## src/rtl/timer_pkg.sv

```systemverilog
// timer_pkg: shared address map, CTRL bit positions, mode encodings and FSM states for interval_timer
package timer_pkg;
  localparam logic [1:0] ADDR_CTRL   = 2'd0;
  localparam logic [1:0] ADDR_PRESET = 2'd1;
  localparam logic [1:0] ADDR_COUNT  = 2'd2;
  localparam int CTRL_EN   = 0;
  localparam int CTRL_MODE = 1;
  localparam int CTRL_IM   = 3;
  localparam int CTRL_PS   = 4;
  localparam logic [1:0] MODE_ONESHOT = 2'b00;
  localparam logic [1:0] MODE_RELOAD  = 2'b01;
  typedef enum logic [1:0] {IDLE, LOAD, CNT, INT} state_e;
endpackage

```

## src/rtl/timer_prescaler.sv

```systemverilog
// timer_prescaler: emits a tick every div_i+1 cycles while clr_i is low
module timer_prescaler #(
  parameter int W = 8
) (
  input  logic         clk,
  input  logic         rst,
  input  logic         clr_i,
  input  logic [W-1:0] div_i,
  output logic         tick_o,
  output logic         unused_o
);
  logic [W-1:0] cnt_q, cnt_d;
  // >= rather than == so a divisor lowered mid-count cannot force a full wrap
  assign tick_o = cnt_q >= div_i;
  assign unused_o = 1'b0;
  // next prescale count: restart on clear or after each tick
  always_comb cnt_d = (clr_i || tick_o) ? '0 : cnt_q + 1'b1;
  // prescale counter register
  always_ff @(posedge clk or posedge rst)
    if (rst) cnt_q <= '0;
    else cnt_q <= cnt_d;
endmodule

```

## src/rtl/interval_timer.sv

```systemverilog
// interval_timer: memory-mapped countdown timer with one-shot/auto-reload IRQ; TIMER_PRESCALE_EN adds a CTRL prescale divisor
module interval_timer
  import timer_pkg::*;
#(
  parameter logic [31:0] RESET_PRESET = 32'd0,
  parameter int          PRESCALE_W   = 8
) (
  input  logic        clk,
  input  logic        rst,
  input  logic [1:0]  Addr,
  input  logic        Write_Enabled,
  input  logic [31:0] Data_In,
  output logic [31:0] Data_Out,
  output logic        IRQ
);
  state_e      state_q, state_d;
  logic        en_q, en_d, im_q, im_d, irq_q, irq_d;
  logic [1:0]  mode_q, mode_d;
  logic [31:0] preset_q, preset_d, count_q, count_d, ctrl_rd;
  logic        tick, ctrl_wr, unused_di;
  assign ctrl_wr = Write_Enabled && Addr == ADDR_CTRL;
  assign unused_di = ^Data_In;
`ifdef TIMER_PRESCALE_EN
  logic [PRESCALE_W-1:0] div_q, div_d;
  logic                  unused_ps;
  timer_prescaler #(.W(PRESCALE_W)) u_prescaler (
    .clk     (clk),
    .rst     (rst),
    .clr_i   (state_q != CNT || !en_q),
    .div_i   (div_q),
    .tick_o  (tick),
    .unused_o(unused_ps)
  );
  assign ctrl_rd = 32'({div_q, im_q, mode_q, en_q});
  // divisor register
  always_ff @(posedge clk or posedge rst)
    if (rst) div_q <= '0;
    else div_q <= div_d;
  // divisor is written with the rest of CTRL
  always_comb div_d = ctrl_wr ? Data_In[CTRL_PS +: PRESCALE_W] : div_q;
`else
  localparam int unused_pw = PRESCALE_W;
  assign tick = 1'b1;
  assign ctrl_rd = {28'd0, im_q, mode_q, en_q};
`endif
  assign IRQ = irq_q & im_q;
  assign Data_Out = Addr == ADDR_CTRL   ? ctrl_rd  :
                    Addr == ADDR_PRESET ? preset_q :
                    Addr == ADDR_COUNT  ? count_q  : 32'd0;
  // FSM next state, then bus writes applied last so they win same-edge conflicts
  always_comb begin
    state_d  = state_q;
    en_d     = en_q;
    mode_d   = mode_q;
    im_d     = im_q;
    irq_d    = irq_q;
    preset_d = preset_q;
    count_d  = count_q;
    case (state_q)
      IDLE: state_d = en_q ? LOAD : IDLE;
      LOAD: begin
        count_d = preset_q;
        state_d = CNT;
      end
      CNT: begin
        if (!en_q) state_d = IDLE;
        else if (tick) begin
          count_d = count_q > 32'd1 ? count_q - 32'd1 : 32'd0;
          irq_d   = count_q <= 32'd1 ? 1'b1 : irq_q;
          state_d = count_q <= 32'd1 ? INT : CNT;
        end
      end
      INT: begin
        irq_d   = mode_q == MODE_RELOAD ? 1'b0 : irq_q;
        en_d    = mode_q == MODE_RELOAD ? en_q : 1'b0;
        state_d = mode_q == MODE_RELOAD ? LOAD : IDLE;
      end
      default: state_d = IDLE;
    endcase
    if (ctrl_wr) begin
      en_d   = Data_In[CTRL_EN];
      mode_d = Data_In[CTRL_MODE +: 2];
      im_d   = Data_In[CTRL_IM];
      irq_d  = 1'b0;
    end
    if (Write_Enabled && Addr == ADDR_PRESET) preset_d = Data_In;
  end
  // timer state registers
  always_ff @(posedge clk or posedge rst)
    if (rst) begin
      state_q  <= IDLE;
      en_q     <= 1'b0;
      mode_q   <= MODE_ONESHOT;
      im_q     <= 1'b0;
      irq_q    <= 1'b0;
      preset_q <= RESET_PRESET;
      count_q  <= 32'd0;
    end else begin
      state_q  <= state_d;
      en_q     <= en_d;
      mode_q   <= mode_d;
      im_q     <= im_d;
      irq_q    <= irq_d;
      preset_q <= preset_d;
      count_q  <= count_d;
    end
endmodule

```

## config.mk

```make
export PLATFORM = sky130hd
export DESIGN_NAME = interval_timer
export DESIGN_NICKNAME = d
export VERILOG_FILES = /design/src/rtl/timer_pkg.sv /design/src/rtl/timer_prescaler.sv /design/src/rtl/interval_timer.sv
export SDC_FILE = /design/constraint.sdc
export NUM_CORES = 1
export LEC_CHECK = 0
export ABC_AREA = 1
export CAP_MARGIN = 30
export CORE_UTILIZATION = 38
export DETAILED_ROUTE_END_ITERATION = 8
export PLACE_DENSITY = 0.57
export SETUP_SLACK_MARGIN = 0.05
export SLEW_MARGIN = 20
export SYNTH_ARGS = -nofsm -noshare
export SYNTH_HDL_FRONTEND = slang
export SYNTH_HIERARCHICAL = 1
export SYNTH_SLANG_ARGS = --single-unit
```

## constraint.sdc

```tcl
create_clock -name clk -period 6.6 [get_ports clk]
set_input_delay 1.32 -clock clk [delete_from_list [all_inputs] [get_ports clk]]
set_output_delay 1.32 -clock clk [all_outputs]
set_load 0.05 [all_outputs]
```

==> results.cfg, run 1 <==
[drt]
drt_iter0_markers = 275
antenna_left = 0
via_per_inst = 5.005
first_pass_iters = 5
dr_total_vias = 4179
wl_per_cell_microns = 14.23
routed_wl_microns = 11880
drc = 0

[floorplan]
coreArea_sq_um = 11080
start_util_pct = 39.78
die_x_microns = 109.7
io_pins = 70
fp.dieArea_sq_um = 12030
row_count = 38
die-height_microns = 109.7

[sta]
slew_viol_final = 0
skew_ns = 0.007015
max_slew_margin_pct = 53.02
rsz0062_at_grt = no
hold_violations = 0
fin_ws_ns = 1.594
fin_crit_ns = 5.006
worstMarginPinSlew_ns = 0.7031
fmax_mhz = 199.7
finalSetupTns_ns = 0
period_share_pct = 75.85
hold_ws_ns = 0.4818
setup-violations-final = 0

[place]
gp_congestion = 0.8716
io_buffers = 69
post-place-cells = 820
place_ws_ns = 1.085
dp_hpwl_microns = 8427

[clock_tree]
cts_setup_buffers = 0
holdBufCountCts = 0
h-tree-depth = 3
cts_root_buffer = clkbuf_16
insertion_delay_ns = 0.34
cts_buffers = 9
cts.sinks = 71
path_clk_slew_ns = 0.05
cts_tree = yes
cts_resized = 0
clk_path_buf_depth = 2

[power]
p_per_area_nw_per_um2 = 387.2
leakagePower_nw = 2.633
vdd_drop_max_mv = 0.1542

[critical_path]
endpoint_kind = output pin
max_stage_delay_ns = 0.83
r2r-end = count_q[14]
crit_chain = clkdlybuf4s50_1, inv_1, nor2_1, buf_4, clkinv_1, buf_16, o22ai_1, clkdlybuf4s50_1
crit_arrival_ns = 3.69
path_class = input pin to output pin
cp_common_cell = clkdlybuf4s50_1
r2r_slack_ns = 3.74
startpoint_type = input pin
rr_worst_depth = 5
cp_data_required_time_ns = 5.28
cp_max_fo = 22
slowest_stage = clkdlybuf4s50_1
rr_startpoint = state_q[0]

[hold_path]
worstHoldPathCells = 2
hp-start = preset_q[0]
hold_class = register to register
min_to = preset_q[0]

[final_layout]
final_util_pct = 50.10
fillers = 1167
diodes = 0
seqCellArea_sq_um = 1777
final_nets = 732
syn_to_final_growth_pct = 25.95
stdcell_count = 835
drive_gt1_share_pct = 8.058
layout_common_cells = nand2_1, nor2_1, inv_1
multiInputGateArea_sq_um = 2175
final_common_cell = nand2_1

[synthesis]
synthCells = 628
syn_area_per_cell_sq_um = 7.017
seq_area_frac_synth_pct = 40.32
syn-cell-area_sq_um = 4407
ys_warn_count = 6
ys_ff_latch = 71
synth.net_count = 667
synth_cell_types = 31

[global_route]
grt_util_all_layers_pct = 21.76
grt_pass1_wl_microns = 19930
met3_usage_pct = 5.098
grt-ovfl-total = 0
antenna_found_initial = 0
use_met1_pct = 29.42
top_usage_layer = met2
grt_pass1_vias = 4031
grt_util_met2_pct = 35.18
grt_max_degree = 72

[run_status]
status = finished clean

[job]
cap_violations = 0
per-stage QoR:
| stage | instance area (sq um) | power [mW] |
|---|---|---|
| after detailed placement | 5231 | 1.695 |
| after floorplan | 4407 | 1.428 |
| after CTS | 5503 | 2.161 |
| after global placement | 5189 | 1.678 |
| after global routing | 5550 | 2.318 |
| final | 5550 | 2.149 |
area by class of cell:
type	count	area share [%]
multi-input cells	442	39.18
flip-flops and latches	71	32.01
repair buffers	76	14.47
inverters	93	6.289
clock buffers	12	4.802
well taps	140	3.156
clock inverters	1	0.09017
metal layers:
metal | wire length [microns] | vias up
met5 | 0 | -
met4 | 93 | 0
met3 | 559 | 7
met2 | 5599 | 103
met1 | 5628 | 1944
li1 | - | 2125
flip-flops by register name (all words and copies together), names as in the netlist:
register and cells:
state_q 2, preset_q 32, im_q 1, en_q 1, count_q 32, irq_q 1, mode_q 2
synthesized netlist by cell type:
cell type | count | share of area, %
a21boi_0 | 1 | 0.17
a21oi_1 | 37 | 4.2
a21oi_2 | 2 | 0.40
a22oi_1 | 5 | 0.85
and3_1 | 1 | 0.14
buf_2 | 6 | 0.68
buf_6 | 1 | 0.26
buf_8 | 1 | 0.34
clkbuf_1 | 14 | 1.2
clkinv_1 | 2 | 0.17
dfrtp_1 | 71 | 40
ha_1 | 2 | 0.57
inv_1 | 90 | 7.7
inv_2 | 1 | 0.085
nand2_1 | 146 | 12
nand2_2 | 5 | 0.71
nand2_4 | 3 | 0.77
nand3_1 | 25 | 2.8
nand4_1 | 5 | 0.71
nand4_4 | 1 | 0.48
nor2_1 | 89 | 7.6
nor2_2 | 13 | 1.8
nor2_4 | 9 | 2.3
nor3_1 | 2 | 0.23
o211ai_1 | 2 | 0.34
o21a_1 | 2 | 0.34
o21ai_0 | 51 | 5.8
o21ai_1 | 3 | 0.34
o221ai_1 | 3 | 0.60
o22ai_1 | 23 | 3.3
xor2_1 | 12 | 2.4
worst max path at each step:
stage,from,end,slack (ns)
4_1_cts,Addr[1],Data_Out[1],1.06
3_5_place_dp,Addr[1],Data_Out[31],1.09
6_report,Addr[1],Data_Out[27],1.59
5_1_grt,Addr[1],Data_Out[23],1.47
3_3_place_gp,Addr[1],Data_Out[2],1.16
2_1_floorplan,Addr[0],Data_Out[12],2.43
where the power goes:
group	switching, mW	internal (mW)	total [mW]
sequential	0.158	0.575	0.733
combinational	0.634	0.324	0.958
clock	0.180	0.278	0.458
critical path, delay by kind of cell:
family / cells / cell delay (ns)
buffers and inverters: 6 / 2.11
AOI/OAI and AO/OA: 1 / 0.16
and+or+nand+nor: 1 / 0.08
logic make-up after synthesis:
| group | after synthesis | share of synthesized area [%] |
|---|---|---|
| XOR/XNOR | 12 | 2.385 |
| flip-flops | 71 | 40.32 |
| AND/OR/NAND/NOR | 299 | 30.04 |
| adder cells (fa/ha/maj) | 2 | 0.5678 |
| buffers and inverters | 115 | 10.39 |
| AO/OA/AOI/OAI | 129 | 16.30 |
Note: power is estimated with default switching activity, not from simulation.
==> run 2, diff against run 1 <==
==> constraint.sdc (replaced) <==
create_clock -name clk -period 5.2 [get_ports clk]
set_input_delay 1.04 -clock clk [delete_from_list [all_inputs] [get_ports clk]]
set_output_delay 1.04 -clock clk [all_outputs]
set_load 0.05 [all_outputs]
==> run 2 against run 1 <==
  * Final area shrank 0.81%
  * Die area did not move
  * Clock skew down 0.00055 ns
  * Non-clock buffer count is 1 lower
  * First-iteration DRC count down 30%
  * Cell count up 0.12%
  * Clock-buffer cell count up 2
  * Sequential power grew 27%
  * Routed wire length barely moved
  * Power is 26% higher
  * Hold slack gained 0.0038 ns
  * Sequential share of layout area is 0.26 points higher
  * Highest routed layer unchanged
==> results.cfg, run 2 (synthesis gave the netlist of run 1 again) <==
[run_status]
status = finished clean

[clock_tree]
cts.sinks = 71
cts_resized = 0
cts_tree = yes
cts_setup_buffers = 0
insertion_delay_ns = 0.34
cts_buffers = 9
path_clk_slew_ns = 0.05
cts_root_buffer = clkbuf_16
h-tree-depth = 3
clk_path_buf_depth = 2
holdBufCountCts = 0

[power]
leakagePower_nw = 2.662
p_per_area_nw_per_um2 = 491.9
vdd_drop_max_mv = 0.2184

[drt]
wl_per_cell_microns = 14.22
dr_total_vias = 4123
via_per_inst = 4.932
first_pass_iters = 4
routed_wl_microns = 11890
drt_iter0_markers = 192
drc = 0
antenna_left = 0

[sta]
slew_viol_final = 0
setup-violations-final = 0
fin_crit_ns = 4.284
skew_ns = 0.006468
fmax_mhz = 233.4
worstMarginPinSlew_ns = 0.7134
period_share_pct = 82.38
max_slew_margin_pct = 52.39
rsz0062_at_grt = no
finalSetupTns_ns = 0
hold_violations = 0

[critical_path]
endpoint_kind = output pin
path_buf_inv = 4
path_class = input pin to output pin
cp_data_required_time_ns = 4.16
r2r_slack_ns = 2.66
r2r-end = count_q[29]
crit_cells = 6
max_stage_delay_ns = 0.83
cp_top_family = buffers and inverters
startpoint_type = input pin
critPathLaunch = Addr[0]
crit_chain = clkdlybuf4s50_1, inv_1, nor2_1, inv_1, o21ai_0, clkdlybuf4s50_1
endpoint = Data_Out[4]
rr_startpoint = state_q[0]
cp_max_fo = 19
rr_worst_depth = 5
slowest_stage = clkdlybuf4s50_1
crit_arrival_ns = 3.24

[place]
dp_hpwl_microns = 8449
io_buffers = 69
post-place-cells = 821
gp_congestion = 0.8620

[floorplan]
fp.dieArea_sq_um = 12030
start_util_pct = 39.78
die-height_microns = 109.7
die_x_microns = 109.7
io_pins = 70
row_count = 38
coreArea_sq_um = 11080

[final_layout]
fillers = 1131
top_regs = count_q: 32 flops, preset_q: 32 flops
final_nets = 731
final_common_cell = nand2_1
stdcell_count = 836
drive_gt1_share_pct = 11.35
diodes = 0
syn_to_final_growth_pct = 24.93
layout_common_cells = nand2_1, nor2_1, inv_1

[global_route]
grt_util_all_layers_pct = 21.64
grt_max_degree = 49
antenna_found_initial = 0
grt_pass1_vias = 4073
grt-ovfl-total = 0
grt_pass1_wl_microns = 19780

[hold_path]
hold_class = register to register
worstHoldPathCells = 2

[job]
cap_violations = 0
-- run 2: final cells by class --
| type | instances | area (sq um) | share of cell area [%] |
|---|---|---|---|
| Multi-Input combinational cell | 442 | 2175 | 39.50 |
| Sequential cell | 71 | 1777 | 32.27 |
| Timing Repair Buffer | 75 | 770.7 | 14.00 |
| Inverter | 93 | 349.1 | 6.341 |
| Clock buffer | 14 | 254.0 | 4.614 |
| Tap cell | 140 | 175.2 | 3.182 |
| Clock inverter | 1 | 5.005 | 0.09091 |
-- run 2: power breakdown --
group          switching [mW]  leakage [nW]  internal, mW  total (mW)
clock                   0.225         0.127         0.333       0.558
sequential              0.201         0.806         0.730       0.931
combinational           0.802          1.73         0.417        1.22
total                    1.23          2.66          1.48        2.71
-- run 2: metal layers --
| layer | vias to the layer above | GRT usage (%) | routed length, microns |
|---|---|---|---|
| met4 | 0 | 9.714 | 285 |
| met2 | 76 | 35.35 | 5536 |
| li1 | 2129 | - | - |
| met3 | 19 | 2.430 | 419 |
| met5 | - | 0 | 0 |
| met1 | 1899 | 28.82 | 5644 |
-- run 2: how the worst min path moves through the flow --
stage,slack [ns],end,from
finish,0.49,preset_q[0],preset_q[0]
global route,0.52,preset_q[0],preset_q[0]
CTS,0.49,preset_q[0],preset_q[0]
detailed placement,0.48,preset_q[0],preset_q[0]
global placement,0.47,preset_q[0],preset_q[0]
floorplan,0.45,preset_q[0],preset_q[0]
-- run 2: through the flow --
stage | util, % | setup WS [ns] | area, sq um | power [mW] | hold slack, ns
floorplan | - | 1.594 | 4407 | 1.812 | 0.4530
global placement | 47.00 | 0.9314 | 5206 | 2.136 | 0.4729
detailed placement | 47.36 | 0.9114 | 5246 | 2.160 | 0.4766
CTS | 49.70 | 0.9099 | 5505 | 2.729 | 0.4908
global route | 49.70 | 0.7677 | 5505 | 2.920 | 0.5189
finish | 49.70 | 0.9162 | 5505 | 2.708 | 0.4856
-- run 2: worst min-delay path, cell delays in order (launching register included) --
cell	delay, ns
dfrtp_1	0.34
nand2_1	0.05
o21ai_0	0.06
==> run 3, diff against run 2 <==
==> constraint.sdc (replaced) <==
create_clock -name clk -period 4 [get_ports clk]
set_input_delay 0.8 -clock clk [delete_from_list [all_inputs] [get_ports clk]]
set_output_delay 0.8 -clock clk [all_outputs]
set_load 0.05 [all_outputs]
==> run 3 against run 2 <==
  * Hold slack gained 0.0012 ns
  * Core utilization grew 3.1 points
  * Clock power grew 44%
  * Power grew 38%
  * Sequential power grew 30%
  * Via count grew 1.3%
  * Clock skew is essentially flat
  * Sequential share of layout area shrank 1.9 points
  * First-iteration DRC count shrank 2.6%
  * Combinational power grew 43%
==> results.cfg, run 3 (synthesis gave the netlist of run 1 again) <==
[sta]
setup-violations-final = 0
fin_crit_ns = 3.378
hold_violations = 0
max_slew_margin_pct = 52.47
hold_ws_ns = 0.4868
period_share_pct = 84.45
worstMarginPinSlew_ns = 0.7112
skew_ns = 0.006958
finalSetupTns_ns = 0
fmax_mhz = 296.0
rsz0062_at_grt = no
slew_viol_final = 0

[critical_path]
endpoint_kind = output pin
path_buf_inv = 5
cp_top_family = buffers and inverters
crit_chain = clkdlybuf4s50_1, inv_1, nor2_1, inv_1, buf_12, o21ai_0, buf_12
cp_max_fo = 17
crit_arrival_ns = 2.58
startpoint_type = input pin
cp_data_required_time_ns = 3.20
slowest_stage = clkdlybuf4s50_1
path_class = input pin to output pin
max_stage_delay_ns = 0.50

[hold_path]
hold_class = register to register

[final_layout]
top_regs = count_q: 32 flops, preset_q: 32 flops
fillers = 1116
seqCellArea_sq_um = 1777
diodes = 0
final_common_cell = nand2_1
layout_common_cells = nand2_1, nor2_1, inv_1
stdcell_count = 839
drive_gt1_share_pct = 12.73
syn_to_final_growth_pct = 32.79
final_nets = 733
multiInputGateArea_sq_um = 2175

[place]
dp_hpwl_microns = 8673
post-place-cells = 823
io_buffers = 69
gp_congestion = 0.8906

[global_route]
grt-ovfl-total = 0
grt_pass1_vias = 4252
grt_util_all_layers_pct = 22.35
grt_max_degree = 41
antenna_found_initial = 0
grt_pass1_wl_microns = 20390

[drt]
antenna_left = 0
dr_total_vias = 4176
drt_iter0_markers = 187
routed_wl_microns = 11970
wl_per_cell_microns = 14.27
first_pass_iters = 4
via_per_inst = 4.977
drc = 0

[floorplan]
die-height_microns = 109.7
row_count = 38
coreArea_sq_um = 11080
io_pins = 70
fp.dieArea_sq_um = 12030
start_util_pct = 39.78
die_x_microns = 109.7

[run_status]
status = finished clean

[clock_tree]
cts_tree = yes
cts_setup_buffers = 0
cts_resized = 0
cts.sinks = 71
clk_path_buf_depth = 2
insertion_delay_ns = 0.34
cts_buffers = 9
cts_root_buffer = clkbuf_16
h-tree-depth = 3
path_clk_slew_ns = 0.06
holdBufCountCts = 0

[job]
cap_violations = 0

[power]
vdd_drop_max_mv = 0.3010
p_per_area_nw_per_um2 = 640.9
leakagePower_nw = 2.788
[run 3: changes by cell type in the layout (fill, tap and decap cells not counted)]
cell             before  now
clkbuf_1              4    3
buf_12                8   33
buf_4                24    7
clkinvlp_4            0    1
clkdlybuf4s50_1      43   37
bufinv_16             0    1
[run 3: report_power, final]
group / leakage [nW] / internal, mW / switching, mW
Sequential: 0.806 / 0.949 / 0.262
Clock: 0.140 / 0.499 / 0.305
Combinational: 1.84 / 0.654 / 1.08
Total: 2.79 / 2.10 / 1.65
[run 3: tightest hold or removal path: cells and delay by family, from the launching register on]
family           cells  cell delay [ns]
AND/OR/NAND/NOR      1             0.05
flip-flops           1             0.34
AO/OA/AOI/OAI        1             0.06
[run 3: cell type report]
| class | instances | area share, % |
|---|---|---|
| flip-flops and latches | 71 | 30.36 |
| inverters | 93 | 5.965 |
| clock inverters | 3 | 0.7270 |
| well taps | 140 | 2.993 |
| clock buffers | 13 | 4.276 |
| multi-input cells | 442 | 37.16 |
| repair buffers | 77 | 18.52 |
[run 3: stage by stage]
stage,util [%],instance area [sq um],power [mW],worst slack (ns)
4_1_cts,52.82,5852,3.775,0.6144
3_5_place_dp,50.18,5559,2.955,0.6065
3_3_place_gp,50.00,5539,2.917,0.6349
2_1_floorplan,-,4407,2.356,0.8737
5_1_grt,52.82,5852,4.042,0.4363
6_report,52.82,5852,3.750,0.6219
[run 3: path summary, 6_finish.rpt]
kind	cells after the start	end	startpoint	slack [ns]
setup / recovery	7	Data_Out[19]	Addr[0]	0.62
hold / removal	2	preset_q[1]	preset_q[1]	0.49
setup reg to reg	5	count_q[16]	state_q[0]	1.18
hold reg to reg	2	preset_q[1]	preset_q[1]	0.49
max in group asynchronous	3	count_q[13]	rst	2.52
min in group asynchronous	2	state_q[1]	rst	0.76
[run 3: per-layer routing]
layer | wire [microns] | global-route usage [%]
met5 | 0 | 0
met4 | 176 | 8.381
met3 | 412 | 3.675
met2 | 5698 | 37.74
met1 | 5688 | 28.66
